===== src/rtl/lsu_mem_master.sv =====
`default_nettype none
// ============================================================================
// Module   : lsu_mem_master
// Brief    : Byte-addressed load/store initiator for a word-organised data
//            memory; sub-word stores use read-modify-write.
// Revision : 1.0 - initial release
// ============================================================================
module lsu_mem_master #(
   parameter int unsigned MEM_WORDS = 10000
) (
   input  logic        clk,
   input  logic        rst_n,
   input  logic        req_valid,
   output logic        req_ready,
   input  logic        req_write,
   input  logic [1:0]  req_size,
   input  logic        req_signed,
   input  logic [31:0] req_addr,
   input  logic [31:0] req_wdata,
   output logic        done,
   output logic [31:0] rdata,
   output logic        err,
   output logic [31:0] mem_addr,
   output logic [31:0] mem_writeData,
   output logic        mem_memWrite,
   output logic        mem_memRead,
   input  logic [31:0] mem_readData
);

   localparam logic [31:0] c_mem_words = MEM_WORDS;

   typedef enum logic [1:0] {
      IDLE = 2'd0,
      RD   = 2'd1,
      WR   = 2'd2,
      DONE = 2'd3
   } state_t;

   state_t      r_state;
   state_t      w_next;
   logic        r_write;
   logic [1:0]  r_size;
   logic        r_signed;
   logic [1:0]  r_lane;
   logic [15:0] r_wdata;

   logic        w_accept;
   logic        w_bad;
   logic [4:0]  w_bsel;
   logic [4:0]  w_hsel;
   logic [7:0]  w_byte;
   logic [15:0] w_half;
   logic [31:0] w_merged;
   logic [31:0] w_ext;

   assign req_ready = (r_state == IDLE);
   assign w_accept  = req_valid && req_ready;

   always_comb begin
      w_bad = (req_size == 2'b11)
           || ((req_size == 2'b01) && req_addr[0])
           || ((req_size == 2'b10) && (req_addr[1:0] != 2'b00))
           || ({2'b00, req_addr[31:2]} >= c_mem_words);
   end

   always_comb begin
      w_next = r_state;
      case (r_state)
         IDLE: begin
            if (w_accept) begin
               if (w_bad)
                  w_next = DONE;
               else if (req_write && (req_size == 2'b10))
                  w_next = WR;
               else
                  w_next = RD;
            end
         end
         // A read phase is followed by a write only for sub-word stores
         RD:      w_next = r_write ? WR : DONE;
         WR:      w_next = DONE;
         DONE:    w_next = IDLE;
         default: w_next = IDLE;
      endcase
   end

   // Little-endian lane selection for merge and extension
   assign w_bsel = {r_lane, 3'b000};
   assign w_hsel = {r_lane[1], 4'b0000};
   assign w_byte = mem_readData[w_bsel +: 8];
   assign w_half = mem_readData[w_hsel +: 16];

   always_comb begin
      w_merged = mem_readData;
      if (r_size == 2'b00)
         w_merged[w_bsel +: 8] = r_wdata[7:0];
      else
         w_merged[w_hsel +: 16] = r_wdata;
   end

   always_comb begin
      case (r_size)
         2'b00:   w_ext = {{24{r_signed & w_byte[7]}}, w_byte};
         2'b01:   w_ext = {{16{r_signed & w_half[15]}}, w_half};
         default: w_ext = mem_readData;
      endcase
   end

   always_ff @(posedge clk or negedge rst_n) begin
      if (!rst_n) begin
         r_state       <= IDLE;
         r_write       <= 1'b0;
         r_size        <= 2'b00;
         r_signed      <= 1'b0;
         r_lane        <= 2'b00;
         r_wdata       <= 16'h0000;
         done          <= 1'b0;
         err           <= 1'b0;
         rdata         <= 32'h0;
         mem_addr      <= 32'h0;
         mem_writeData <= 32'h0;
         mem_memRead   <= 1'b0;
         mem_memWrite  <= 1'b0;
      end else begin
         r_state      <= w_next;
         // Strobes and done follow the state being entered, one cycle each
         mem_memRead  <= (w_next == RD);
         mem_memWrite <= (w_next == WR);
         done         <= (w_next == DONE);
         if (w_accept) begin
            r_write  <= req_write;
            r_size   <= req_size;
            r_signed <= req_signed;
            r_lane   <= req_addr[1:0];
            r_wdata  <= req_wdata[15:0];
            mem_addr <= {2'b00, req_addr[31:2]};
            err      <= w_bad;
            if (req_write && (req_size == 2'b10))
               mem_writeData <= req_wdata;
         end
         if (r_state == RD) begin
            if (r_write)
               mem_writeData <= w_merged;
            else
               rdata <= w_ext;
         end
      end
   end

endmodule
`default_nettype wire


===== config.mk =====
export PLATFORM = sky130hd
export DESIGN_NAME = lsu_mem_master
export DESIGN_NICKNAME = d
export VERILOG_FILES = /design/src/rtl/lsu_mem_master.sv
export SDC_FILE = /design/constraint.sdc
export NUM_CORES = 1
export LEC_CHECK = 0
export CAP_MARGIN = 10
export CORE_UTILIZATION = 50
export DETAILED_ROUTE_END_ITERATION = 7
export PLACE_DENSITY = 0.95
export SLEW_MARGIN = 0
export SYNTH_ARGS = -nofsm -noshare
export SYNTH_HDL_FRONTEND = slang
export SYNTH_SLANG_ARGS = --single-unit

===== constraint.sdc =====
create_clock -name clk -period 4.52 [get_ports clk]
set_input_delay 1.13 -clock clk [delete_from_list [all_inputs] [get_ports clk]]
set_output_delay 1.13 -clock clk [all_outputs]
set_load 0.05 [all_outputs]

After elaboration in Yosys (flattened, before gate mapping) --
Index checks and enable logic that the tools add are counted.
Word-level totals: register bits 122, output and inout bits 101, logic and storage cells 59
Cells by class: $add $sub $neg 2, order comparisons 1, eq/ne operators 10, shift-type cells 6, muxes and demuxes 13, bitwise logic cells 3, reductions and logical operators 11
Operators with widths (number):
- 32-bit 2-to-1 mux | 5
- 32-bit bitwise mux | 2
- 32-bit one-hot mux with 2 select lines | 1
- 16-bit by 7-bit variable shift with 32-bit output (first input constant) | 1
- 8-bit by 7-bit variable shift with 32-bit output (first input constant) | 1
- 16-bit by 7-bit variable part select with 32-bit output | 1
- 32-bit by 6-bit variable part select with 16-bit output | 1
- 32-bit by 6-bit variable part select with 8-bit output | 1
- 8-bit by 7-bit variable part select with 32-bit output | 1
- 30-bit by 14-bit greater-or-equal comparator with 1-bit output (second input constant) | 1
- 5-bit negator with 7-bit output | 2
- 2-bit == test (second input constant) | 6
- 2-bit by 1-bit == test with 1-bit output (second input constant) | 4
- 2-bit one-hot mux with 4 select lines | 1
- 2-bit 2-to-1 mux | 3
- 1-bit logical AND | 4
- 2-bit logical NOT | 2
- 1-bit logical OR | 3
- 1-bit bitwise AND | 2
- 2-bit AND reduction | 1
- 2-bit nonzero test | 1
- 1-bit 2-to-1 mux | 1
- 1-bit inverter | 1

Logic depth before layout (Yosys ltp) --
Gate-level depths: netlist of run 1.
depth in word-level cells 9, depth in mapped cells 8, mapped depth without buffers 6

Worst setup path before layout of run 1 --
OpenSTA, ideal clock, no wires.
kind input port to flip-flop, from input mem_readData[31], to register rdata[21], library setup time 127 ps, arrival 2194 ps, required time 4393 ps, slack 2199 ps, stages 5, path buffers 1, path through mux4_2 -> and2_4 -> o211ai_4 -> buf_6 -> o21ai_0
On the way: longest elaborated chain between the ends 3
Ends and longest elaborated chain:
- start, declared | line 27 | input logic [31:0] mem_readData
- 32-bit by 6-bit variable part select with 16-bit output or 32-bit by 6-bit variable part select with 8-bit output (tied branches) | line 91, 90
- 1-bit bitwise AND, on equally long branches | line 104, 103
- 32-bit one-hot mux with 2 select lines (*) | line 102 | case (r_size)
- end signal, assigned | line 145 | rdata <= w_ext;
- end, declared | line 21 | output logic [31:0] rdata,
Mark *: on every way between the ends. The rest lies on a longest branch, timed or not. A chain may end at the register's enable or synchronous reset.

Worst setup path in the final report of run 1 --
from register r_state[1], to output req_ready
On the way: longest elaborated chain between the ends 1
Ends and longest elaborated chain:
- start, declared | line 39 | state_t r_state;
- start signal, assigned | line 125 | r_state <= w_next;
- 2-bit logical NOT | line 56 | assign req_ready = (r_state == IDLE);
- end, declared | line 14 | output logic req_ready,
Every way passes these cells.

==> flow_summary.toml, run 1 <==
[outcome]
outcome = "finished, final reports clean"

[setup_path]
r2r_setup_slack_ns = 1.24
endpoint_kind = "output pin"
critical_path_class = "reg -> out"
slowest_stage = "clkdlybuf4s50_1"
reg2regPathDepth = 8
r2r-end = "mem_writeData[24]"
start_kind = "register"
cp.required_ns = 3.39
r2r_start = "r_lane[1]"
arrival_ns = 2.17
crit_chain = "inv_1 -> ha_1 -> clkdlybuf4s50_1"
cpPeakStageDelay_ns = 0.90
path_max_fanout = 7

[synthesis]
async_flop_share = 1.00
seq_area_frac_synth = 0.488
ys_warn_count = 0
synth_seq_cells = 122
yosys.area.top_type = "dfrtp_1"
ys.flop_type = "dfrtp_1"
synth.area.top_cells = "dfrtp_1 49%, mux2_2 8.8%, mux2i_1 7.8%"
synth_area_um2 = 6260
synthCells = 595
avgSynthCellArea_um2 = 10.5
synth_edf_count = 0
synth.top_cell.area_share = 0.488
synthDistinctLibCells = 48

[timing]
finClkSkew_ns = 0.00744
relSlewSlack = 0.196
rsz0062_at_grt = "no"
fin_crit_ns = 3.30
period_share = 0.730
fmax_mhz = 303
tightest_slew_ns = 1.20
report.final.slew_viol_count = 0
tns_ns = 0
timing.hold.ws_ns = 0.490
hold_viol = 0
setup_violations = 0

[clocking]
insertion_delay_ns = 0.42
clkSlewWorstSetupHoldPaths_ns = 0.06
cts_tree = "done"
cts_buffer_depth = 2
cts_root_buf = "clkbuf_16"
h-tree-depth = 4
cts-resized-gates = 0
cts_setup_buffers = 0
cts_num_sinks = 122
ctsHoldBuffers = 0
cts_buffers = 17

[global_routing]
antenna_found_initial = 0
grt_max_degree = 83
grt_overflow_total = 0
grt_pass1_vias = 5997
grt_usage = 0.334
grt_pass1_wl_mm = 32.5

[final_layout]
layout_common_cells = "200 x clkdlybuf4s50_1, 122 x dfrtp_1, 80 x a21oi_1"
finalCoreUtilization = 0.737
area_growth_syn_to_layout_pct = 42.6
fin_area_um2 = 8930
drive_above_1_share = 0.124
antenna_cells = 0
num-fill-cells = 796
nets = 890
final_common_cell = "clkdlybuf4s50_1"

[power]
p_switching_w = 0.00394
powerDensity_nw_per_um2 = 901
pwr-share-comb = 0.576
leakage_nw = 3.89
peakVddDrop_uv = 635
p_clk_frac = 0.162
p_int_w = 0.00411
swShare = 0.489
seqPwrFrac = 0.262

[place]
globalplace.congestion = 0.866
post_dp_cell_area_um2 = 8360
port-buffer-count = 201
hpwl_mm = 14.3

[die]
die_w_um = 114
io_pins = 204
coreArea_um2 = 12100
fp.dieH_um = 114
row_count = 40
dieArea_um2 = 13000
start_util = 0.517

[drt]
drc = 0
vias_per_cell = 6.13
dr.pass1.iters = 8
ant_nets = 0
drt_iter0_drc = 619
wl_per_cell_um = 21.7
via_count = 5880
drt-total-wl_mm = 20.8

[min_path]
hold_class = "reg -> reg"
min_path_cells = 2
min-delay-start = "rdata[4]"
worstHoldEndpoint = "rdata[4]"

[job]
drv_cap = 0
## per-layer routing
| layer | vias to the layer above | GRT usage | routed length (um) |
|---|---|---|---|
| li1 | 2556 | - | - |
| met1 | 2833 | 0.389 | 7370 |
| met2 | 417 | 0.547 | 10200 |
| met3 | 74 | 0.103 | 2290 |
| met4 | 0 | 0.195 | 944 |
| met5 | - | 0 | 0 |
## registers in the layout, summed over array words and instances, names as in the netlist
signal	cells
done	1
err	1
mem_addr	30
mem_memRead	1
mem_memWrite	1
mem_writeData	32
r_lane	2
r_signed	1
r_size	2
r_state	2
r_wdata	16
r_write	1
rdata	32
## cell type report
type	count	area, um^2	area share
clock inverter	7	65.1	0.00729
timing repair buffer	209	2080	0.233
tap	168	210	0.0235
sequential	122	3050	0.342
clock buffer	24	502	0.0562
multi-input combinational	415	2970	0.332
inverter	14	52.6	0.00589
## power groups by stage
stage | Combinational [W] | Clock [W] | Sequential [W]
6_report | 0.00463 | 0.00130 | 0.00211
5_1_grt | 0.00487 | 0.00136 | 0.00216
4_1_cts | 0.00460 | 0.00131 | 0.00209
3_5_place_dp | 0.00453 | 0 | 0.00209
3_3_place_gp | 0.00437 | 0 | 0.00205
2_1_floorplan | 0.00156 | 0 | 0.00352
## through the flow
step | worst slack, ns | total power (W) | instances
after floorplan | 2.20 | 0.00509 | 596
after global placement | 1.27 | 0.00642 | 927
after detailed placement | 1.07 | 0.00663 | 927
after CTS | 1.17 | 0.00801 | 958
after global routing | 1.04 | 0.00839 | 959
final | 1.22 | 0.00804 | 959
## worst max path at each step
stage,start,end,slack [ns]
final,r_state[1],req_ready,1.22
after detailed placement,req_valid,done,1.07
after CTS,r_lane[1],mem_writeData[26],1.17
after floorplan,mem_readData[31],rdata[21],2.20
after global placement,req_valid,done,1.27
after global routing,r_lane[1],mem_writeData[24],1.04
## worst max-delay path: cells and delay by family (launching register included)
kind	cells	cell delay, ns
buf+inv	2	1.00
flops	1	0.40
fa+ha+maj	1	0.34
## Yosys cell counts (all sizes together), types with 5 or more instances
library cell	count
a211o	6
a211oi	18
a21oi	80
a221oi	16
a22o	16
and3b	7
buf	17
clkbuf	28
dfrtp	122
ha	8
inv	13
mux2	49
mux2i	49
nand2	30
nor2	43
nor4	5
o21ai	45
or3	7
## cells by family after synthesis
kind of cell	Yosys count	synth area share
other cells	1	0.000599
mux	99	0.170
fa+ha+maj	8	0.0160
compound gates	197	0.202
simple gates	109	0.0838
buf+inv	59	0.0398
flops	122	0.488
Note: power is estimated with default switching activity, not from simulation.
==> inputs of run 2 (changes only) <==
- CORE_UTILIZATION: 50 -> 42
- PLACE_DENSITY: 0.95 -> 0.86
- clock period: 4.52 -> 2.7 ns (I/O delays scaled with it)
==> flow_summary.toml, run 2 (synthesized netlist as in run 1, its figures left out) <==
[clocking]
insertion_delay_ns = 0.42
cts_num_sinks = 122
cts_tree = "done"
h-tree-depth = 4
cts_buffers = 17
cts_buffer_depth = 2
cts_setup_buffers = 0
cts_root_buf = "clkbuf_16"
clkSlewWorstSetupHoldPaths_ns = 0.05
cts-resized-gates = 0
ctsHoldBuffers = 0

[global_routing]
grt_pass1_wl_mm = 29.8
antenna_found_initial = 0
grt_pass1_vias = 5486
grt_max_degree = 48
grt_overflow_total = 0
grt_usage = 0.260

[drt]
dr.pass1.iters = 6
via_count = 5831
ant_nets = 0
vias_per_cell = 5.89
wl_per_cell_um = 19.7
drt-total-wl_mm = 19.5
drc = 0
drt_iter0_drc = 438

[setup_path]
r2r_setup_slack_ns = 0.43
path_buf_inv = 1
start_kind = "register"
critical_path_class = "reg -> out"
cp.required_ns = 2.03
endpoint_kind = "output pin"
cpPeakStageDelay_ns = 0.82
arrival_ns = 1.64
path_max_fanout = 2
crit_chain = "clkdlybuf4s50_1"
slowest_stage = "clkdlybuf4s50_1"
crit_family = "buffers and inverters"

[timing]
fin_crit_ns = 2.31
rsz0062_at_grt = "no"
fmax_mhz = 432
tns_ns = 0
timing.hold.ws_ns = 0.257
relSlewSlack = 0.421
report.final.slew_viol_count = 0
period_share = 0.856
setup_violations = 0
tightest_slew_ns = 0.865
hold_viol = 0
setup_ws_ns = 0.388
finClkSkew_ns = 0.0122

[power]
peakVddDrop_uv = 1080
total_power_w = 0.0136
leakage_nw = 4.00
powerDensity_nw_per_um2 = 1490

[die]
coreArea_um2 = 14500
fp.dieH_um = 124
row_count = 44
start_util = 0.431
die_w_um = 124
dieArea_um2 = 15400
io_pins = 204

[final_layout]
layout_common_cells = "199 x clkdlybuf4s50_1, 122 x dfrtp_1, 80 x a21oi_1"
antenna_cells = 0
fin_area_um2 = 9160
nets = 904
drive_above_1_share = 0.140
top_regs = "mem_writeData: 32 flops, rdata: 32 flops, mem_addr: 30 flops"
final_common_cell = "clkdlybuf4s50_1"
num-fill-cells = 1142
area_growth_syn_to_layout_pct = 46.4

[place]
post_dp_cell_area_um2 = 8510
hpwl_mm = 14.1
port-buffer-count = 201
post-place-ws_ns = 0.0867
globalplace.congestion = 0.893

[job]
drv_cap = 0

[min_path]
hold_class = "in -> async"

[outcome]
outcome = "finished, final reports clean"
run 2: worst paths after layout:
kind / end / startpoint / cells after the start
max: rdata[8] / rdata[8] / 1
min: mem_addr[7] / rst_n / 1
max reg2reg: mem_writeData[23] / r_lane[1] / 6
min reg2reg: rdata[1] / rdata[1] / 2
max in group asynchronous: rdata[26] / rst_n / 2
min in group clk: rdata[1] / rdata[1] / 2
run 2: per-layer routing:
metal  routed length [um]  vias to the layer above  track usage
met5                    0                        -            0
met4                  422                        0       0.0982
met3                 2000                       40       0.0765
met2                 9240                      356        0.410
met1                 7890                     2846        0.337
li1                     -                     2589            -
run 2: where the power goes:
part / internal, W / switching, W / leakage (nW) / total [W]
clock: 0.00169 / 0.000813 / 0.315 / 0.00250
combinational: 0.00274 / 0.00491 / 2.26 / 0.00765
sequential: 0.00278 / 0.000711 / 1.43 / 0.00349
total: 0.00722 / 0.00643 / 4.00 / 0.0136
run 2: cell type report:
type	instances	area, um^2	share of cell area
clock buffer	22	464	0.0507
clock inverter	10	189	0.0206
inverter	14	52.6	0.00573
multi-input combinational	415	2970	0.324
sequential	122	3050	0.333
tap	184	230	0.0251
timing repair buffer	223	2210	0.241
run 2: stage by stage:
| stage | std cells | util |
|---|---|---|
| after global placement | 958 | 0.586 |
| after detailed placement | 958 | 0.586 |
| final | 990 | 0.631 |
| after floorplan | 596 | - |
| after global routing | 990 | 0.631 |
| after CTS | 990 | 0.631 |
==> inputs of run 3 (changes only) <==
- SLEW_MARGIN: 0 -> 40
==> flow_summary.toml, run 3 (synthesized netlist as in run 1, its figures left out) <==
[min_path]
hold_class = "in -> async"

[outcome]
outcome = "finished, final reports clean"

[die]
start_util = 0.431
row_count = 44
dieArea_um2 = 15400
fp.dieH_um = 124
io_pins = 204
coreArea_um2 = 14500
die_w_um = 124

[drt]
dr.pass1.iters = 5
via_count = 5768
drt_iter0_drc = 439
drc = 0
ant_nets = 0
wl_per_cell_um = 19.7
vias_per_cell = 5.83
drt-total-wl_mm = 19.5

[setup_path]
crit_chain = "clkdlybuf4s50_1"
crit_family = "buffers and inverters"
slowest_stage = "clkdlybuf4s50_1"
path_buf_inv = 1
arrival_ns = 1.64
critical_path_class = "reg -> out"
start_kind = "register"
path_max_fanout = 2
endpoint_kind = "output pin"
cp.required_ns = 2.03
cpPeakStageDelay_ns = 0.82

[timing]
report.final.slew_viol_count = 0
tns_ns = 0
rsz0062_at_grt = "no"
hold_viol = 0
fmax_mhz = 433
tightest_slew_ns = 0.652
fin_crit_ns = 2.31
finClkSkew_ns = 0.00814
setup_violations = 0
period_share = 0.856
relSlewSlack = 0.566

[global_routing]
grt_pass1_vias = 5486
grt_max_degree = 48
grt_overflow_total = 0
antenna_found_initial = 0
grt_usage = 0.260
grt_pass1_wl_mm = 29.8

[clocking]
insertion_delay_ns = 0.42
h-tree-depth = 4
clkSlewWorstSetupHoldPaths_ns = 0.06
cts_tree = "done"
cts_root_buf = "clkbuf_16"
cts-resized-gates = 0
ctsHoldBuffers = 0
cts_buffers = 17
cts_num_sinks = 122
cts_buffer_depth = 2
cts_setup_buffers = 0

[final_layout]
final_cells = 990
layout_common_cells = "199 x clkdlybuf4s50_1, 122 x dfrtp_1, 80 x a21oi_1"
drive_above_1_share = 0.140
antenna_cells = 0
area_growth_syn_to_layout_pct = 46.5
nets = 904
num-fill-cells = 1143
top_regs = "mem_writeData: 32 flops, rdata: 32 flops, mem_addr: 30 flops"
final_common_cell = "clkdlybuf4s50_1"

[place]
hpwl_mm = 14.1
port-buffer-count = 201
globalplace.congestion = 0.893
dp.cells = 958

[power]
powerDensity_nw_per_um2 = 1490
leakage_nw = 4.01
p_int_w = 0.00722
swShare = 0.471
seqPwrFrac = 0.256
p_clk_frac = 0.183
p_switching_w = 0.00643
pwr-share-comb = 0.560
peakVddDrop_uv = 1080

[job]
drv_cap = 0
-- run 3: metal layers --
layer / share of wire / global-route usage / vias to the layer above
met3: 0.11 / 0.0765 / 41
met4: 0.027 / 0.0982 / 0
met5: 0 / 0 / -
met1: 0.40 / 0.337 / 2775
li1: - / - / 2587
met2: 0.47 / 0.410 / 365
-- run 3: layout make-up --
type                       count  area (um^2)  share of cell area
sequential                   122         3050               0.333
multi-input combinational    415         2970               0.324
inverter                      14         52.6             0.00573
timing repair buffer         223         2210               0.241
tap                          184          230              0.0251
clock inverter                10          189              0.0206
clock buffer                  22          464              0.0506
-- run 3: metrics by stage --
stage	util	hold WS (ns)	area (um^2)	worst slack [ns]	power (W)
3_5_place_dp	0.586	0.475	8510	0.0867	0.0111
6_report	0.631	0.251	9170	0.389	0.0137
3_3_place_gp	0.586	0.464	8510	0.181	0.0109
5_1_grt	0.631	0.299	9170	0.358	0.0143
2_1_floorplan	-	0.379	6260	0.447	0.00852
4_1_cts	0.631	0.267	9160	0.389	0.0137
-- run 3: worst paths after layout --
path                            from           endpoint  slack (ns)  depth (start not counted)
max                         rdata[8]           rdata[8]        0.39                          1
min                            rst_n        mem_addr[7]        0.25                          1
max reg2reg                r_lane[1]  mem_writeData[10]        0.45                          6
min reg2reg                 rdata[6]           rdata[6]        0.48                          2
max in group asynchronous      rst_n          rdata[24]        1.80                          2
min in group clk            rdata[6]           rdata[6]        0.48                          2
-- run 3: power groups by stage --
| stage | Clock (W) | Sequential, W | Combinational, W |
|---|---|---|---|
| 2_1_floorplan | 0 | 0.00590 | 0.00262 |
| 3_3_place_gp | 0 | 0.00345 | 0.00744 |
| 3_5_place_dp | 0 | 0.00349 | 0.00757 |
| 4_1_cts | 0.00254 | 0.00348 | 0.00763 |
| 5_1_grt | 0.00261 | 0.00360 | 0.00811 |
| 6_report | 0.00250 | 0.00350 | 0.00765 |
